==> src/rtl/word_list_sender.sv <==
// Splits a word_list payload byte stream into words (ranges + chars) and hands each to the word generator,
// then a terminating dummy word; word_wr_en rises the cycle after the completing byte, bytes stall (full) while a word is pending.
module word_list_sender #(
    parameter int CHAR_BITS      = 7,
    parameter int RANGES_MAX     = 2,
    parameter int WORD_MAX_LEN   = 8,
    parameter int RANGE_INFO_MSB = $clog2(WORD_MAX_LEN)
) (
    input  logic                                    CLK,
    input  logic                                    rst,
    input  logic [7:0]                              din,
    input  logic                                    wr_en,
    input  logic                                    inpkt_end,
    output logic                                    full,
    output logic [WORD_MAX_LEN*CHAR_BITS-1:0]       word_out,
    output logic [RANGES_MAX*(RANGE_INFO_MSB+1)-1:0] range_info,
    output logic [15:0]                             word_id,
    output logic                                    word_list_end,
    output logic                                    word_wr_en,
    input  logic                                    word_full,
    output logic                                    err_word_list
);
    localparam int FW  = RANGE_INFO_MSB + 1;
    localparam int WW  = WORD_MAX_LEN * CHAR_BITS;
    localparam int RIW = RANGES_MAX * FW;
    localparam int RCW = (RANGES_MAX > 1) ? $clog2(RANGES_MAX) : 1;
    localparam int CCW = (WORD_MAX_LEN > 1) ? $clog2(WORD_MAX_LEN) : 1;

    typedef enum logic [2:0] {
        ST_RANGE,
        ST_CHARS,
        ST_SEND,
        ST_SEND_END,
        ST_ERROR
    } state_t;

    state_t          state_q, state_d;
    logic [RCW-1:0]  range_cnt_q, range_cnt_d;
    logic [CCW-1:0]  char_cnt_q, char_cnt_d;
    logic [WW-1:0]   word_q, word_d;
    logic [RIW-1:0]  range_q, range_d;
    logic [15:0]     word_id_q, word_id_d;
    logic            pkt_last_q, pkt_last_d;

    logic            byte_acc;
    logic            word_acc;
    logic [FW-1:0]   field;

    always_ff @(posedge CLK or posedge rst) begin
        if (rst) begin
            state_q     <= ST_RANGE;
            range_cnt_q <= '0;
            char_cnt_q  <= '0;
            word_q      <= '0;
            range_q     <= '0;
            word_id_q   <= '0;
            pkt_last_q  <= 1'b0;
        end else begin
            state_q     <= state_d;
            range_cnt_q <= range_cnt_d;
            char_cnt_q  <= char_cnt_d;
            word_q      <= word_d;
            range_q     <= range_d;
            word_id_q   <= word_id_d;
            pkt_last_q  <= pkt_last_d;
        end
    end

    always_comb begin
        state_d     = state_q;
        range_cnt_d = range_cnt_q;
        char_cnt_d  = char_cnt_q;
        word_d      = word_q;
        range_d     = range_q;
        word_id_d   = word_id_q;
        pkt_last_d  = pkt_last_q;
        field       = '0;

        full     = (state_q == ST_SEND) || (state_q == ST_SEND_END) || (state_q == ST_ERROR);
        byte_acc = wr_en && !full;
        word_acc = word_wr_en && !word_full;

        case (state_q)
            ST_RANGE: begin
                if (byte_acc) begin
                    // Position is checked on the full 7-bit field so out-of-range values are not masked by truncation.
                    if (inpkt_end) begin
                        state_d = ST_ERROR;
                    end else if (din[7] && (din[6:0] > 7'(WORD_MAX_LEN - 1))) begin
                        state_d = ST_ERROR;
                    end else begin
                        if (din[7]) begin
                            field = {1'b1, din[RANGE_INFO_MSB-1:0]};
                        end
                        for (int i = 0; i < RANGES_MAX; i++) begin
                            if (range_cnt_q == RCW'(i)) begin
                                range_d[i*FW +: FW] = field;
                            end
                        end
                        if (range_cnt_q == RCW'(RANGES_MAX - 1)) begin
                            range_cnt_d = '0;
                            char_cnt_d  = '0;
                            word_d      = '0;
                            state_d     = ST_CHARS;
                        end else begin
                            range_cnt_d = range_cnt_q + 1'b1;
                        end
                    end
                end
            end
            ST_CHARS: begin
                if (byte_acc) begin
                    if (din == 8'h00) begin
                        pkt_last_d = inpkt_end;
                        state_d    = ST_SEND;
                    end else if ((CHAR_BITS == 7) && din[7]) begin
                        state_d = ST_ERROR;
                    end else begin
                        for (int i = 0; i < WORD_MAX_LEN; i++) begin
                            if (char_cnt_q == CCW'(i)) begin
                                word_d[i*CHAR_BITS +: CHAR_BITS] = din[CHAR_BITS-1:0];
                            end
                        end
                        // A full-length word completes on its last char; no terminator is expected.
                        if (char_cnt_q == CCW'(WORD_MAX_LEN - 1)) begin
                            pkt_last_d = inpkt_end;
                            state_d    = ST_SEND;
                        end else if (inpkt_end) begin
                            state_d = ST_ERROR;
                        end else begin
                            char_cnt_d = char_cnt_q + 1'b1;
                        end
                    end
                end
            end
            ST_SEND: begin
                if (word_acc) begin
                    word_id_d = word_id_q + 16'd1;
                    state_d   = pkt_last_q ? ST_SEND_END : ST_RANGE;
                end
            end
            ST_SEND_END: begin
                if (word_acc) begin
                    word_id_d  = '0;
                    pkt_last_d = 1'b0;
                    state_d    = ST_RANGE;
                end
            end
            ST_ERROR: begin
                state_d = ST_ERROR;
            end
            default: begin
                state_d = ST_ERROR;
            end
        endcase
    end

    // Outputs decode straight from state so an async reset drops word_wr_en immediately.
    assign word_wr_en    = (state_q == ST_SEND) || (state_q == ST_SEND_END);
    assign word_list_end = (state_q == ST_SEND_END);
    assign err_word_list = (state_q == ST_ERROR);
    assign word_out      = (state_q == ST_SEND_END) ? '0 : word_q;
    assign range_info    = (state_q == ST_SEND_END) ? '0 : range_q;
    assign word_id       = word_id_q;

endmodule

==> config.mk <==
export PLATFORM = sky130hd
export DESIGN_NAME = word_list_sender
export DESIGN_NICKNAME = d
export VERILOG_FILES = /design/src/rtl/word_list_sender.sv
export SDC_FILE = /design/constraint.sdc
export NUM_CORES = 1
export LEC_CHECK = 0
export BUFFER_PORTS_ARGS = -buffer_cell sky130_fd_sc_hd__buf_2
export CAP_MARGIN = 20
export CORE_AREA = 8 8 103 105
export DETAILED_ROUTE_END_ITERATION = 7
export DIE_AREA = 0 0 111 113
export HOLD_SLACK_MARGIN = 0.03
export PLACE_DENSITY = 0.81
export SETUP_SLACK_MARGIN = 0.5
export SLEW_MARGIN = 15
export SYNTH_ARGS = -nofsm -noshare
export SYNTH_HDL_FRONTEND = slang
export SYNTH_SLANG_ARGS = --single-unit
==> constraint.sdc <==
create_clock -name CLK -period 5 [get_ports CLK]
set_clock_uncertainty 0.15 [all_clocks]
set_input_delay 0.25 -clock CLK [delete_from_list [all_inputs] [get_ports CLK]]
set_output_delay 0.25 -clock CLK [all_outputs]
set_load 0.005 [all_outputs]
# [Word level (Yosys, flattened, before mapping)]
# Cells that the tools add are included.
[word_totals] output_inout_bits=84 inputBits=13 elab_cells=136 regBits=88
[op_classes] mux=52 bitwise_logic=3 eq_ne=34 reduce_logical=28 order_cmp=1 addsub=3
[op_table] cell="56-bit 2-to-1 mux" n=8
[op_table] cell="56-bit case mux with 2 select lines" n=1
[op_table] cell="9-bit AND reduction" n=8
[op_table] cell="3-bit 2-to-1 mux" n=20
[op_table] cell="7-bit 2-to-1 mux" n=8
[op_table] cell="2-bit inequality test, second input constant" n=18
[op_table] cell="16-bit 2-to-1 mux" n=2
[op_table] cell="16-bit case mux with 2 select lines" n=1
[op_table] cell="16-bit by 1-bit adder with 16-bit output, second input constant" n=1
[op_table] cell="3-bit == test, second input constant" n=5
[op_table] cell="5-bit AND reduction" n=3
[op_table] cell="3-bit by 2-bit == test with 1-bit output, second input constant" n=4
[op_table] cell="3-bit case mux with 4 select lines" n=1
[op_table] cell="10-bit AND reduction" n=1
[op_table] cell="8-bit zero test" n=1
[op_table] cell="8-bit 2-to-1 mux" n=1
[op_table] cell="7-bit by 3-bit greater-than comparator with 1-bit output, second input constant" n=1
[op_table] cell="3-bit by 1-bit == test with 1-bit output, second input constant" n=2
[op_table] cell="3-bit zero test" n=2
[op_table] cell="1-bit 2-to-1 mux" n=6
[op_table] cell="3-bit inequality test, second input constant" n=2
[op_table] cell="3-bit case mux with 2 select lines" n=1
[op_table] cell="6-bit AND reduction" n=1
[op_table] cell="2-bit nonzero test" n=3
[op_table] cell="14 further kinds" n=20

# [Depth between registers and ports, before layout]
# Gate-level depths: netlist of the first run.
[logic_depth] ltp_word=7 ltp_mapped=7 mapped_depth_nobuf=6

# [Worst setup path before layout of the first run]
# OpenSTA, ideal clock, no wires.
[synth_path] kind="register -> register" startpoint="reg state_q[0]" endpoint="reg char_cnt_q[2]" stages_incl_launch_ff=7 required_time_ns=4.725 path_slack_ns=3.076 arrival_time_ns=1.649 period_less_slack_ns=1.924 path_buffers=2 setup_time_ns=0.125 path_cell_list="dfrtp_1 -> buf_4 -> or3b_1 -> buf_2 -> o2bb2ai_1 -> and4_1 -> mux2_2"
[synth_via] elab_chain_cells=7 elab_cells_between_ends=21 cone_classes="13 x eq/ne; 1 x mux; 7 x reduce/logical"
[synth_lines] item="from (decl)" line="37" source="state_t state_q, state_d;"
[synth_lines] item="from (signal assigned)" line="59" source="state_q <= state_d;"
[synth_lines] item="3-bit by 2-bit == test with 1-bit output" line="79" source="full = (state_q == ST_SEND) || (state_q == ST_SEND_END) || (state_q == ST_ERROR);"
[synth_lines] item="1-bit logical OR (2 in series)" line="79"
[synth_lines] item="1-bit zero test" line="80" source="byte_acc = wr_en && !full;"
[synth_lines] item="1-bit logical AND" line="80"
[synth_lines] item="2-bit inequality test (no source line)"
[synth_lines] item="10-bit AND reduction (no source line)"
[synth_lines] item="to (signal assigned)" line="61" source="char_cnt_q <= char_cnt_d;"
[synth_lines] item="to (decl)" line="39" source="logic [CCW-1:0] char_cnt_q, char_cnt_d;"
# Several ways; a longest one is shown, not always the timed one.
# A chain may end at the register's enable or synchronous reset.

# [Final worst setup path of the first run]
[layout_path] startpoint="reg state_q[1]" endpoint="out word_out[42]"
[layout_via] elab_chain_cells=2
[layout_lines] item="3-bit by 2-bit == test with 1-bit output" line="162" source="assign word_out = (state_q == ST_SEND_END) ? '0 : word_q;"
[layout_lines] item="56-bit 2-to-1 mux" line="162"
[layout_lines] item="to (decl)" line="15" source="output logic [WORD_MAX_LEN*CHAR_BITS-1:0] word_out,"
# Every way passes these cells.

==> key figures, run 1 <==
Status
  • Status: complete, no violations

Die
  • Core footprint: 8980 um2
  • Die width: 111 um
  • FP Rows: 35
  • Die extent in y: 113 um
  • Die ar.: 12,500 um2
  • Starting Density: 0.487
  • I/O Pins: 97

Cells and area
  • N_diodes: 0
  • Layout Nets: 514
  • Area Growth Syn to Fin: 17.6%
  • Most common cell after layout, fill and taps aside: buf_2
  • Commonest non-fill, non-tap cells in the layout: buf_2, dfrtp_1, and2_1, o2bb2ai_1, nand2_1
  • Post-route cell area: 5140 um2
  • Share of cells above drive strength 1: 0.269
  • Post-route core utilization: 0.573

Worst setup path
  • Crit Path Category: reg -> out
  • Critical Path Start Type: register
  • CP endpoint kind: output port
  • Slowest CP cell: nand3b_1
  • Buf/Inv on CP: 2
  • CP required: 4.60 ns
  • Max stage delay on crit path: 0.69 ns
  • Worst EP arrival: 2.51 ns
  • CP cell instances: nand3b_1 -> buf_4 -> and2_1 -> buf_2
  • Crit Path Max Fanout: 38
  • Kind of cell adding the most delay to the critical path: simple AND/OR/NAND/NOR gates

Worst hold path
  • Hold Crit Class: in -> reg

Clocking
  • Clock buffer count from CTS: 9
  • CTS resizes: 0
  • Max clock buf depth: 2
  • Setup Buffers After CTS: 0
  • CTS H-tree depth: 3
  • CTS tree: built
  • Root buf cell: clkbuf_8
  • Worst-path clk slew: 0.09 ns
  • CTS Sinks: 88
  • Clock latency on the worst-skew pair: 0.37 ns

Synth
  • Post-Syn Area per Cell: 10.8 um2
  • Async set-reset flop share out of synthesis: 1.00
  • Syn Std Cell Area: 4370 um2
  • Most used DFF post-synth: dfrtp_1
  • Post-synthesis cell type count: 46
  • Number of synthesized flops with an enable pin: 0
  • Post-synth top area share: 0.504
  • Synth area leaders: dfrtp_1, and2_1, o2bb2ai_1
  • Mapped Nets: 424
  • Syn. warnings: 0
  • Syn Inst Count: 404
  • Cell taking the most area after synthesis: dfrtp_1
  • Seq/Total Area, Yosys: 0.504
  • Synth Register Bits: 88

STA
  • Post-route clock period utilization: 0.582
  • Min cycle time layout: 2.91 ns
  • Final Hold Fails: 0
  • Max-slew violations: 0
  • RSZ-0062 raised after global routing: false
  • Setup TNS: 0 ns
  • Maximum operating frequency: 0.343 GHz
  • Final setup viols: 0
  • Hold_ws: 0.0475 ns
  • Worst Setup Slack, final: 2.09 ns
  • Worst Tran Pin Value: 0.921 ns
  • Relative slew slack: 0.377

GRT
  • Largest net degree at the start of global routing: 46
  • First-pass GRT wire length: 17,700 um
  • Via count of the first global-routing pass: 3,467
  • Total gr overflow: 0
  • GRT Overall Usage: 0.171
  • Initial antenna violation count: 0

Route
  • Via Count: 3,478
  • Drt total wl: 10,600 um
  • DR vias/cell: 5.70
  • Initial drt markers: 184
  • Met2 WL: 5120 um
  • Drt wl/cell: 17.5 um
  • DRT met1 WL: 4740 um
  • ANT nets after route: 0
  • Met3 wire length: 629 um
  • DR DRC count: 0
  • Initial DRT Pass Iterations: 4
  • Top routing layer used: met4

Place
  • HPWL after DPL: 7800 um
  • Post-place instance area: 4910 um2
  • GPL Wtd Cong: 0.835
  • Pre-CTS setup slack: 2.15 ns
  • Port buffer count: 96

Pwr
  • Static leakage: 2.49 nW
  • PwrDens: 398 nW/um2
  • VDD IR-drop max: 0.248 mV

Job
  • Max Cap Violations: 0
## metrics by stage
stage	cells	power, W
after CTS	610	0.00207
after global routing	610	0.00218
after floorplan	404	0.00132
after detailed placement	592	0.00156
final	610	0.00205
after global placement	592	0.00154
## worst paths after layout
check | slack (ns) | from | depth (start not counted) | to
max | 2.09 | state_q[1] | 4 | word_out[42]
min | 0.05 | inpkt_end | 3 | pkt_last_q
max reg2reg | 2.36 | state_q[1] | 4 | word_id[14]
min reg2reg | 0.34 | word_q[18] | 1 | word_q[18]
max in group asynchronous | 3.29 | rst | 4 | word_q[30]
min in group asynchronous | 0.38 | rst | 3 | word_q[44]
## logic make-up (layout without fill, tap and decap cells)
kind of cell	Yosys count	count (layout)	synth area share
buffers and inverters	31	126	0.0301
muxes	14	14	0.0349
xor gates and xnor gates	7	7	0.0140
DFF	88	88	0.504
and+or+nand+nor	166	166	0.228
AOI/OAI and AO/OA	91	91	0.170
adders and majority gates	7	7	0.0200
## power breakdown
| group | switching [W] | internal, W | total [W] |
|---|---|---|---|
| logic | 0.000277 | 0.000303 | 0.000580 |
| clock network | 0.000268 | 0.000236 | 0.000504 |
| registers | 0.000108 | 0.000855 | 0.000963 |
## sequential cells by signal, indices dropped and copies added (netlist names)
register / cells
word_q: 56
word_id: 16
range_q: 8
char_cnt_q: 3
state_q: 3
pkt_last_q: 1
range_cnt_q: 1
## routing by layer
layer  track usage  vias to the layer above
met5             0                        -
met4        0.0550                        0
met3        0.0471                       14
met2         0.273                      103
met1         0.219                     1732
li1              -                     1629
## area by class of cell
| type | count | area, um2 |
|---|---|---|
| Fill cell | 763 | 3830 |
| Sequential cell | 88 | 2200 |
| Multi-Input combinational cell | 285 | 2040 |
| Timing Repair Buffer | 100 | 515 |
| Tap cell | 111 | 139 |
| Clock buffer | 9 | 124 |
| Clock inverter | 7 | 80.1 |
| Inverter | 10 | 38.8 |
## cells in the mapped netlist, types with 8 or more instances
cell type  count
o21ai_0       11
nand3_1        9
mux2_2        10
dfrtp_1       88
clkbuf_1       9
nand2_1       30
a22o_1         8
a21oi_1       11
inv_1         10
and2_1        70
o2bb2ai_1     43
nand4_1       12
nor2_1         8
## worst min-delay path, delay by kind of cell
kind	cells	cell delay [ns]
buffers and inverters	1	0.14
AND/OR/NAND/NOR	1	0.07
multiplexers	1	0.06
## timing repair
item / CTS / global route
setup endpoints to repair: 0 / 0
endpoints found under the hold margin: 44 / 0
hold buffers: 2 / 0
No activity file was read; power rests on OpenSTA's default activity.
==> inputs of run 2 (changes only) <==
Settings changed: ABC_AREA from default to 1, CORE_AREA 8 8 103 105 to 8 8 109 111, DIE_AREA 0 0 111 113 to 0 0 117 119, PLACE_DENSITY 0.81 to 0.83.
Clock period 5 ns to 2.4 ns, I/O delays scaled along.
==> run 2 against run 1 <==
Sequential power increased by 130%. First-iteration DRC count increased by 140%. Worst setup slack got worse by 1.6 ns. Largest cell class is now multi-input gates. Total power rose to 3.0 times the previous value. Sequential share of layout area shrank 7.5 points. Count of clock-buffer cells in the layout increased by 1. Critical path depth is 5 higher. Cell count grew 58%. Area after synthesis up 13%. Highest routed layer unchanged. Die area up 11%. Sequential cell count did not move.
==> key figures, run 2 <==
STA
  • Final setup viols: 0 (unchanged)
  • Post-route clock period utilization: 0.798
  • Final Hold Fails: 0 (unchanged)
  • Relative slew slack: 0.758 (was 0.377)
  • Max-slew violations: 0 (unchanged)
  • RSZ-0062 raised after global routing: true (was false)
  • Worst Tran Pin Value: 0.359 ns (was 0.921 ns)
  • Min cycle time layout: 1.92 ns
  • Setup TNS: 0 ns (unchanged)
  • Hold_ws: 0.0938 ns (was 0.0475 ns)
  • Maximum operating frequency: 0.522 GHz

GRT
  • GRT Overall Usage: 0.192 (was 0.171)
  • Initial antenna violation count: 0 (unchanged)
  • Largest net degree at the start of global routing: 58 (was 46)
  • Via count of the first global-routing pass: 4,467 (was 3,467)
  • First-pass GRT wire length: 21,600 um (was 17,700 um)
  • Total gr overflow: 0 (unchanged)

Die
  • FP Rows: 37 (was 35)
  • Die extent in y: 119 um (was 113 um)
  • Starting Density: 0.489 (was 0.487)
  • Die width: 117 um (was 111 um)
  • Core footprint: 10,100 um2 (was 8980 um2)
  • Die ar.: 13,900 um2 (was 12,500 um2)
  • I/O Pins: 97 (unchanged)

Synth
  • Most used DFF post-synth: dfrtp_1 (unchanged)
  • Synth Register Bits: 88 (unchanged)
  • Number of synthesized flops with an enable pin: 0 (unchanged)
  • Syn Std Cell Area: 4930 um2 (was 4370 um2)
  • Post-synthesis cell type count: 31 (was 46)
  • Syn Inst Count: 686 (was 404)
  • Cell taking the most area after synthesis: dfrtp_1 (unchanged)
  • Async set-reset flop share out of synthesis: 1.00 (unchanged)
  • Synth area leaders: dfrtp_1, nand2_1, nor2_1 (was dfrtp_1, and2_1, o2bb2ai_1)
  • Post-Syn Area per Cell: 7.19 um2 (was 10.8 um2)
  • Post-synth top area share: 0.446 (was 0.504)
  • Count leader, synth: nand2_1 (was dfrtp_1)
  • Seq/Total Area, Yosys: 0.446 (was 0.504)
  • Mapped Nets: 706 (was 424)
  • Top post-synthesis cells by count: nand2_1, nor2_1, inv_1 (was dfrtp_1, and2_1, o2bb2ai_1)
  • Syn. warnings: 0 (unchanged)

Place
  • Port buffer count: 96 (unchanged)
  • GPL Wtd Cong: 0.889 (was 0.835)
  • HPWL after DPL: 8550 um (was 7800 um)

Cells and area
  • Commonest non-fill, non-tap cells in the layout: nand2_1, nor2_1, inv_1, buf_2, dfrtp_1 (was buf_2, dfrtp_1, and2_1, o2bb2ai_1, nand2_1)
  • Layout Nets: 840 (was 514)
  • Share of cells above drive strength 1: 0.234 (was 0.269)
  • Max reg flops: 56 (unchanged)
  • Area Growth Syn to Fin: 26.4% (was 17.6%)
  • Most flops, register: word_q (unchanged)
  • # fillers: 933 (was 763)
  • N_diodes: 0 (unchanged)
  • Most common cell after layout, fill and taps aside: nand2_1 (was buf_2)

Route
  • Drt total wl: 13,600 um (was 10,600 um)
  • DR vias/cell: 4.99 (was 5.70)
  • DR DRC count: 0 (unchanged)
  • Initial DRT Pass Iterations: 5 (was 4)
  • Via Count: 4,799 (was 3,478)
  • ANT nets after route: 0 (unchanged)
  • Initial drt markers: 450 (was 184)
  • Drt wl/cell: 14.1 um (was 17.5 um)

Status
  • Status: complete, no violations (unchanged)

Worst setup path
  • CP required: 2.50 ns (was 4.60 ns)
  • CP endpoint kind: register (was output port)
  • Worst EP arrival: 2.02 ns (was 2.51 ns)
  • Critical Path Start Type: register (unchanged)
  • Crit Path Category: reg -> reg (was reg -> out)
  • Crit Path Max Fanout: 10 (was 38)

Pwr
  • PwrDens: 970 nW/um2 (was 398 nW/um2)
  • VDD IR-drop max: 0.601 mV (was 0.248 mV)
  • Static leakage: 3.49 nW (was 2.49 nW)
  • Final Power: 0.00605 W (was 0.00205 W)

Clocking
  • Worst-path clk slew: 0.09 ns (about the same)
  • CTS H-tree depth: 3 (unchanged)
  • Max clock buf depth: 2 (unchanged)
  • Root buf cell: clkbuf_8 (unchanged)
  • Clock latency on the worst-skew pair: 0.36 ns (was 0.37 ns)
  • Clock buffer count from CTS: 9 (unchanged)
  • CTS Sinks: 88 (unchanged)
  • CTS tree: built (unchanged)

Worst hold path
  • Hold Crit Class: in -> async (was in -> reg)

Job
  • Max Cap Violations: 0 (unchanged)
## run 2: worst paths after layout
kind	start	to	slack [ns]	cells after the start
hold / removal	rst	word_id[13]	0.09	3
min in group CLK	din[3]	word_q[10]	0.11	6
setup reg to reg	state_q[0]	word_q[55]	0.48	9
max in group asynchronous	rst	state_q[0]	1.42	4
hold reg to reg	word_q[16]	word_q[16]	0.33	2
setup / recovery	state_q[0]	word_q[55]	0.48	9
## run 2: what timing repair did
action                                  4_1_cts  5_1_grt
gates resized for setup                      12       22
pin swaps                                     3        7
setup buffers                                 8       12
endpoints found under the setup margin      110      143
cloned                                        4        1
hold buffers                                  8        0
endpoints found under the hold margin        98        0
## run 2: where the power goes
| part | leakage (nW) | total [W] | internal, W | switching [W] |
|---|---|---|---|---|
| Clock | 0.0850 | 0.000963 | 0.000391 | 0.000572 |
| Sequential | 1.17 | 0.00219 | 0.00191 | 0.000279 |
| Combinational | 2.23 | 0.00290 | 0.00116 | 0.00174 |
## run 2: layer usage
layer | part of all wire | wire length, um | up-vias | global-route usage
li1 | - | - | 2405 | -
met1 | 0.43 | 5790 | 2182 | 0.251
met2 | 0.48 | 6540 | 190 | 0.313
met3 | 0.077 | 1050 | 22 | 0.0339
met4 | 0.016 | 212 | 0 | 0.0633
met5 | 0 | 0 | - | 0
## run 2: worst max-delay path: stages, from the launching register on
cell	delay, ns
dfrtp_2	0.46
nor2_2	0.22
nand2_2	0.18
inv_2	0.14
nand3_4	0.18
nand2_4	0.16
nor2_8	0.06
buf_4	0.14
nand3_1	0.07
nand2_1	0.06
## run 2: layout make-up
| cell class | count | area, um2 | share of cell area |
|---|---|---|---|
| Clock buffer | 10 | 128 | 0.0205 |
| Clock inverter | 6 | 52.6 | 0.00843 |
| Inverter | 111 | 425 | 0.0682 |
| Multi-Input combinational cell | 474 | 2370 | 0.379 |
| Sequential cell | 88 | 2210 | 0.354 |
| Tap cell | 136 | 170 | 0.0273 |
| Timing Repair Buffer | 136 | 890 | 0.143 |
## run 2: per-stage QoR
stage,std cells,setup WS (ns),cell area (um2),util
6_report,961,0.484,6240,0.618
5_1_grt,961,0.376,6240,0.618
4_1_cts,948,0.471,6060,0.600
3_5_place_dp,912,0.132,5590,0.553
3_3_place_gp,912,0.164,5590,0.553
2_1_floorplan,686,0.682,4940,-
## run 2: kinds of logic (layout without fill, tap and decap cells)
| kind of cell | count (synthesis) | after routing | share of synthesized area |
|---|---|---|---|
| buf+inv | 127 | 263 | 0.105 |
| simple gates | 387 | 390 | 0.352 |
| xor+xnor | 1 | 1 | 0.00178 |
| flops | 88 | 88 | 0.446 |
| fa+ha+maj | 7 | 7 | 0.0177 |
| compound gates | 76 | 76 | 0.0776 |
==> inputs of run 3 (changes only) <==
Clock period 2.4 ns to 1.7 ns, I/O delays scaled along.
==> run 3 against run 2 <==
The run now ends with setup timing left. Register-to-register slack lost 0.69 ns. Cell area rose by 26%. Sequential cell count stayed put. Clock power is 64% higher. Global-route usage rose by 4.0 points. Total power grew 72%.
==> key figures, run 3 (synthesis gave the netlist of run 2 again) <==
Pwr
  • Static leakage: 4.01 nW (was 3.49 nW)
  • Final Power: 0.0104 W (was 0.00605 W)
  • VDD IR-drop max: 0.695 mV (was 0.601 mV)
  • PwrDens: 1330 nW/um2 (was 970 nW/um2)

Route
  • Met2 WL: 8840 um (was 6540 um)
  • Met3 wire length: 1290 um (was 1050 um)
  • DRT met1 WL: 6600 um (was 5790 um)
  • ANT nets after route: 0 (unchanged)
  • Initial drt markers: 359 (was 450)
  • Via Count: 5,434 (was 4,799)
  • Initial DRT Pass Iterations: 5 (unchanged)
  • DR vias/cell: 5.37 (was 4.99)
  • Top routing layer used: met4 (unchanged)
  • Drt wl/cell: 17.2 um (was 14.1 um)
  • Drt total wl: 17,500 um (was 13,600 um)
  • DR DRC count: 0 (unchanged)

Cells and area
  • Area Growth Syn to Fin: 58.7% (was 26.4%)
  • Share of cells above drive strength 1: 0.433 (was 0.234)
  • # fillers: 627 (was 933)
  • Max reg flops: 56 (unchanged)
  • Most flops, register: word_q (unchanged)
  • N_diodes: 0 (unchanged)
  • Non-filler cells, final: 1,012 (was 961)
  • Most common cell after layout, fill and taps aside: nand2_1 (unchanged)
  • Post-route cell area: 7830 um2 (was 6240 um2)
  • Commonest non-fill, non-tap cells in the layout: nand2_1, inv_1, buf_2, dfrtp_1, nor2_4 (was nand2_1, nor2_1, inv_1, buf_2, dfrtp_1)
  • Layout Nets: 892 (was 840)

STA
  • RSZ-0062 raised after global routing: true (unchanged)
  • Setup TNS: -23.28 ns (was 0 ns)
  • Final setup viols: 153 (was 0)
  • Maximum operating frequency: 0.518 GHz
  • Final Hold Fails: 0 (unchanged)
  • Min cycle time layout: 1.93 ns
  • Relative slew slack: 0.636 (was 0.758)
  • Post-route clock period utilization: 1.14
  • Worst Tran Pin Value: 0.544 ns (was 0.359 ns)
  • Max-slew violations: 0 (unchanged)
  • Worst Setup Slack, final: -0.232 ns (was 0.484 ns)

Worst setup path
  • Worst EP arrival: 1.70 ns (was 2.02 ns)
  • Crit Path Max Fanout: 8 (was 10)
  • CP required: 1.46 ns (was 2.50 ns)
  • Slowest CP cell: dfrtp_1 (was dfrtp_2)
  • Reg2reg path depth: 11 (was 9)
  • Critical Path Start Type: register (unchanged)
  • CP endpoint kind: output port (was register)
  • Max stage delay on crit path: 0.43 ns (was 0.46 ns)
  • Cell depth of the worst setup path: 8 (was 9)
  • R2r startpoint: state_q[2] (was state_q[0])
  • Crit Path Category: reg -> out (was reg -> reg)
  • CP cell instances: inv_4 -> nand2_4 -> nor2_4 -> buf_12 -> buf_12 -> buf_16 -> nor2_4 -> buf_2 (was nor2_2 -> nand2_2 -> inv_2 -> nand3_4 -> nand2_4 -> nor2_8 -> buf_4 -> nand3_1 -> nand2_1)
  • Buf/Inv on CP: 5 (was 2)
  • Kind of cell adding the most delay to the critical path: buffers and inverters (was simple AND/OR/NAND/NOR gates)
  • R2R Path End: word_id[5] (was word_q[55])
  • Reg-to-reg slack, setup: -0.21 ns (was 0.48 ns)

Clocking
  • CTS tree: built (unchanged)
  • CTS Sinks: 88 (unchanged)
  • Worst-path clk slew: 0.09 ns (about the same)
  • Clock latency on the worst-skew pair: 0.37 ns (was 0.36 ns)
  • Root buf cell: clkbuf_8 (unchanged)
  • CTS H-tree depth: 3 (unchanged)
  • Clock buffer count from CTS: 9 (unchanged)
  • Max clock buf depth: 2 (unchanged)

GRT
  • Via count of the first global-routing pass: 5,198 (was 4,467)
  • Largest net degree at the start of global routing: 38 (was 58)
  • Initial antenna violation count: 0 (unchanged)
  • First-pass GRT wire length: 25,800 um (was 21,600 um)
  • GRT Overall Usage: 0.232 (was 0.192)
  • Total gr overflow: 0 (unchanged)

Die
  • Die width: 117 um (unchanged)
  • Core footprint: 10,100 um2 (unchanged)
  • I/O Pins: 97 (unchanged)
  • Die extent in y: 119 um (unchanged)
  • Starting Density: 0.489 (unchanged)
  • FP Rows: 37 (unchanged)
  • Die ar.: 13,900 um2 (unchanged)

Place
  • HPWL after DPL: 9570 um (was 8550 um)
  • Port buffer count: 96 (unchanged)
  • GPL Wtd Cong: 0.868 (was 0.889)
  • Placed insts: 937 (was 912)
  • Post-place instance area: 6300 um2 (was 5590 um2)

Status
  • Status: finished, violations left (was complete, no violations)
  • Failing checks: setup timing

Worst hold path
  • Worst hold path depth: 6
  • Hold Crit Class: in -> reg (was in -> async)
  • WHS Endpoint: word_q[11]
  • Hold_sp: din[4]

Job
  • Max Cap Violations: 0 (unchanged)
==> run 3: changes by cell type in the layout (fill, tap and decap cells not counted), moves of 24 or more <==
cell	before	now
buf_6	1	25
nand2_1	191	164
nor2_4	9	61
o21ai_1	23	49
nor2_1	108	41
o21ai_0	43	9
==> run 3: report_power, final <==
group / internal, W / switching, W / total (W)
clock network: 0.000823 / 0.000756 / 0.00158
logic: 0.00257 / 0.00313 / 0.00570
registers: 0.00270 / 0.000430 / 0.00313
total: 0.00609 / 0.00432 / 0.0104
==> run 3: how the worst max path moves through the flow <==
stage	from	end	slack, ns
after floorplan	state_q[0]	word_q[49]	0.1
after global placement	char_cnt_q[0]	word_q[33]	0.02
after detailed placement	char_cnt_q[0]	word_q[0]	-0.08
after CTS	state_q[1]	range_info[6]	-0.15
after global routing	state_q[2]	word_q[44]	-0.29
final	state_q[2]	range_info[4]	-0.23
==> run 3: final cells by class <==
type                    count  area (um2)  share of cell area
clock buffers              12         135              0.0173
clock inverters             3        67.6             0.00863
inverters                 111         457              0.0583
multi-input cells         472        3040               0.388
flip-flops and latches     88        2210               0.283
well taps                 136         170              0.0217
repair buffers            190        1750               0.223
==> run 3: through the flow <==
stage	worst slack, ns	hold slack, ns	utilization
4_1_cts	-0.149	0.0416	0.725
3_3_place_gp	0.0197	0.00823	0.624
5_1_grt	-0.287	0.0774	0.776
2_1_floorplan	0.0955	0.0909	-
3_5_place_dp	-0.0829	0.00836	0.624
6_report	-0.232	0.0733	0.776
==> run 3: worst reg2reg max path: stages (launching register included) <==
cell	delay, ns
dfrtp_1	0.43
inv_4	0.09
nand2_4	0.05
nor2_4	0.17
buf_12	0.16
buf_12	0.11
buf_4	0.11
buf_8	0.11
nand2_8	0.07
buf_8	0.15
o21ai_1	0.10
a21oi_1	0.07
==> run 3: timing repair <==
item / in CTS / in global routing
gates cloned: 9 / 2
gates resized for setup: 97 / 98
hold buffers: 6 / 0
hold endpoints to repair: 95 / 0
pin swaps: 33 / 28
buffers inserted: 27 / 16
endpoints found under the setup margin: 161 / 169
==> run 3: per-layer routing <==
metal,up-vias,global-route usage
met5,-,0
met4,0,0.0897
met3,62,0.0450
met2,295,0.402
met1,2580,0.273
li1,2497,-
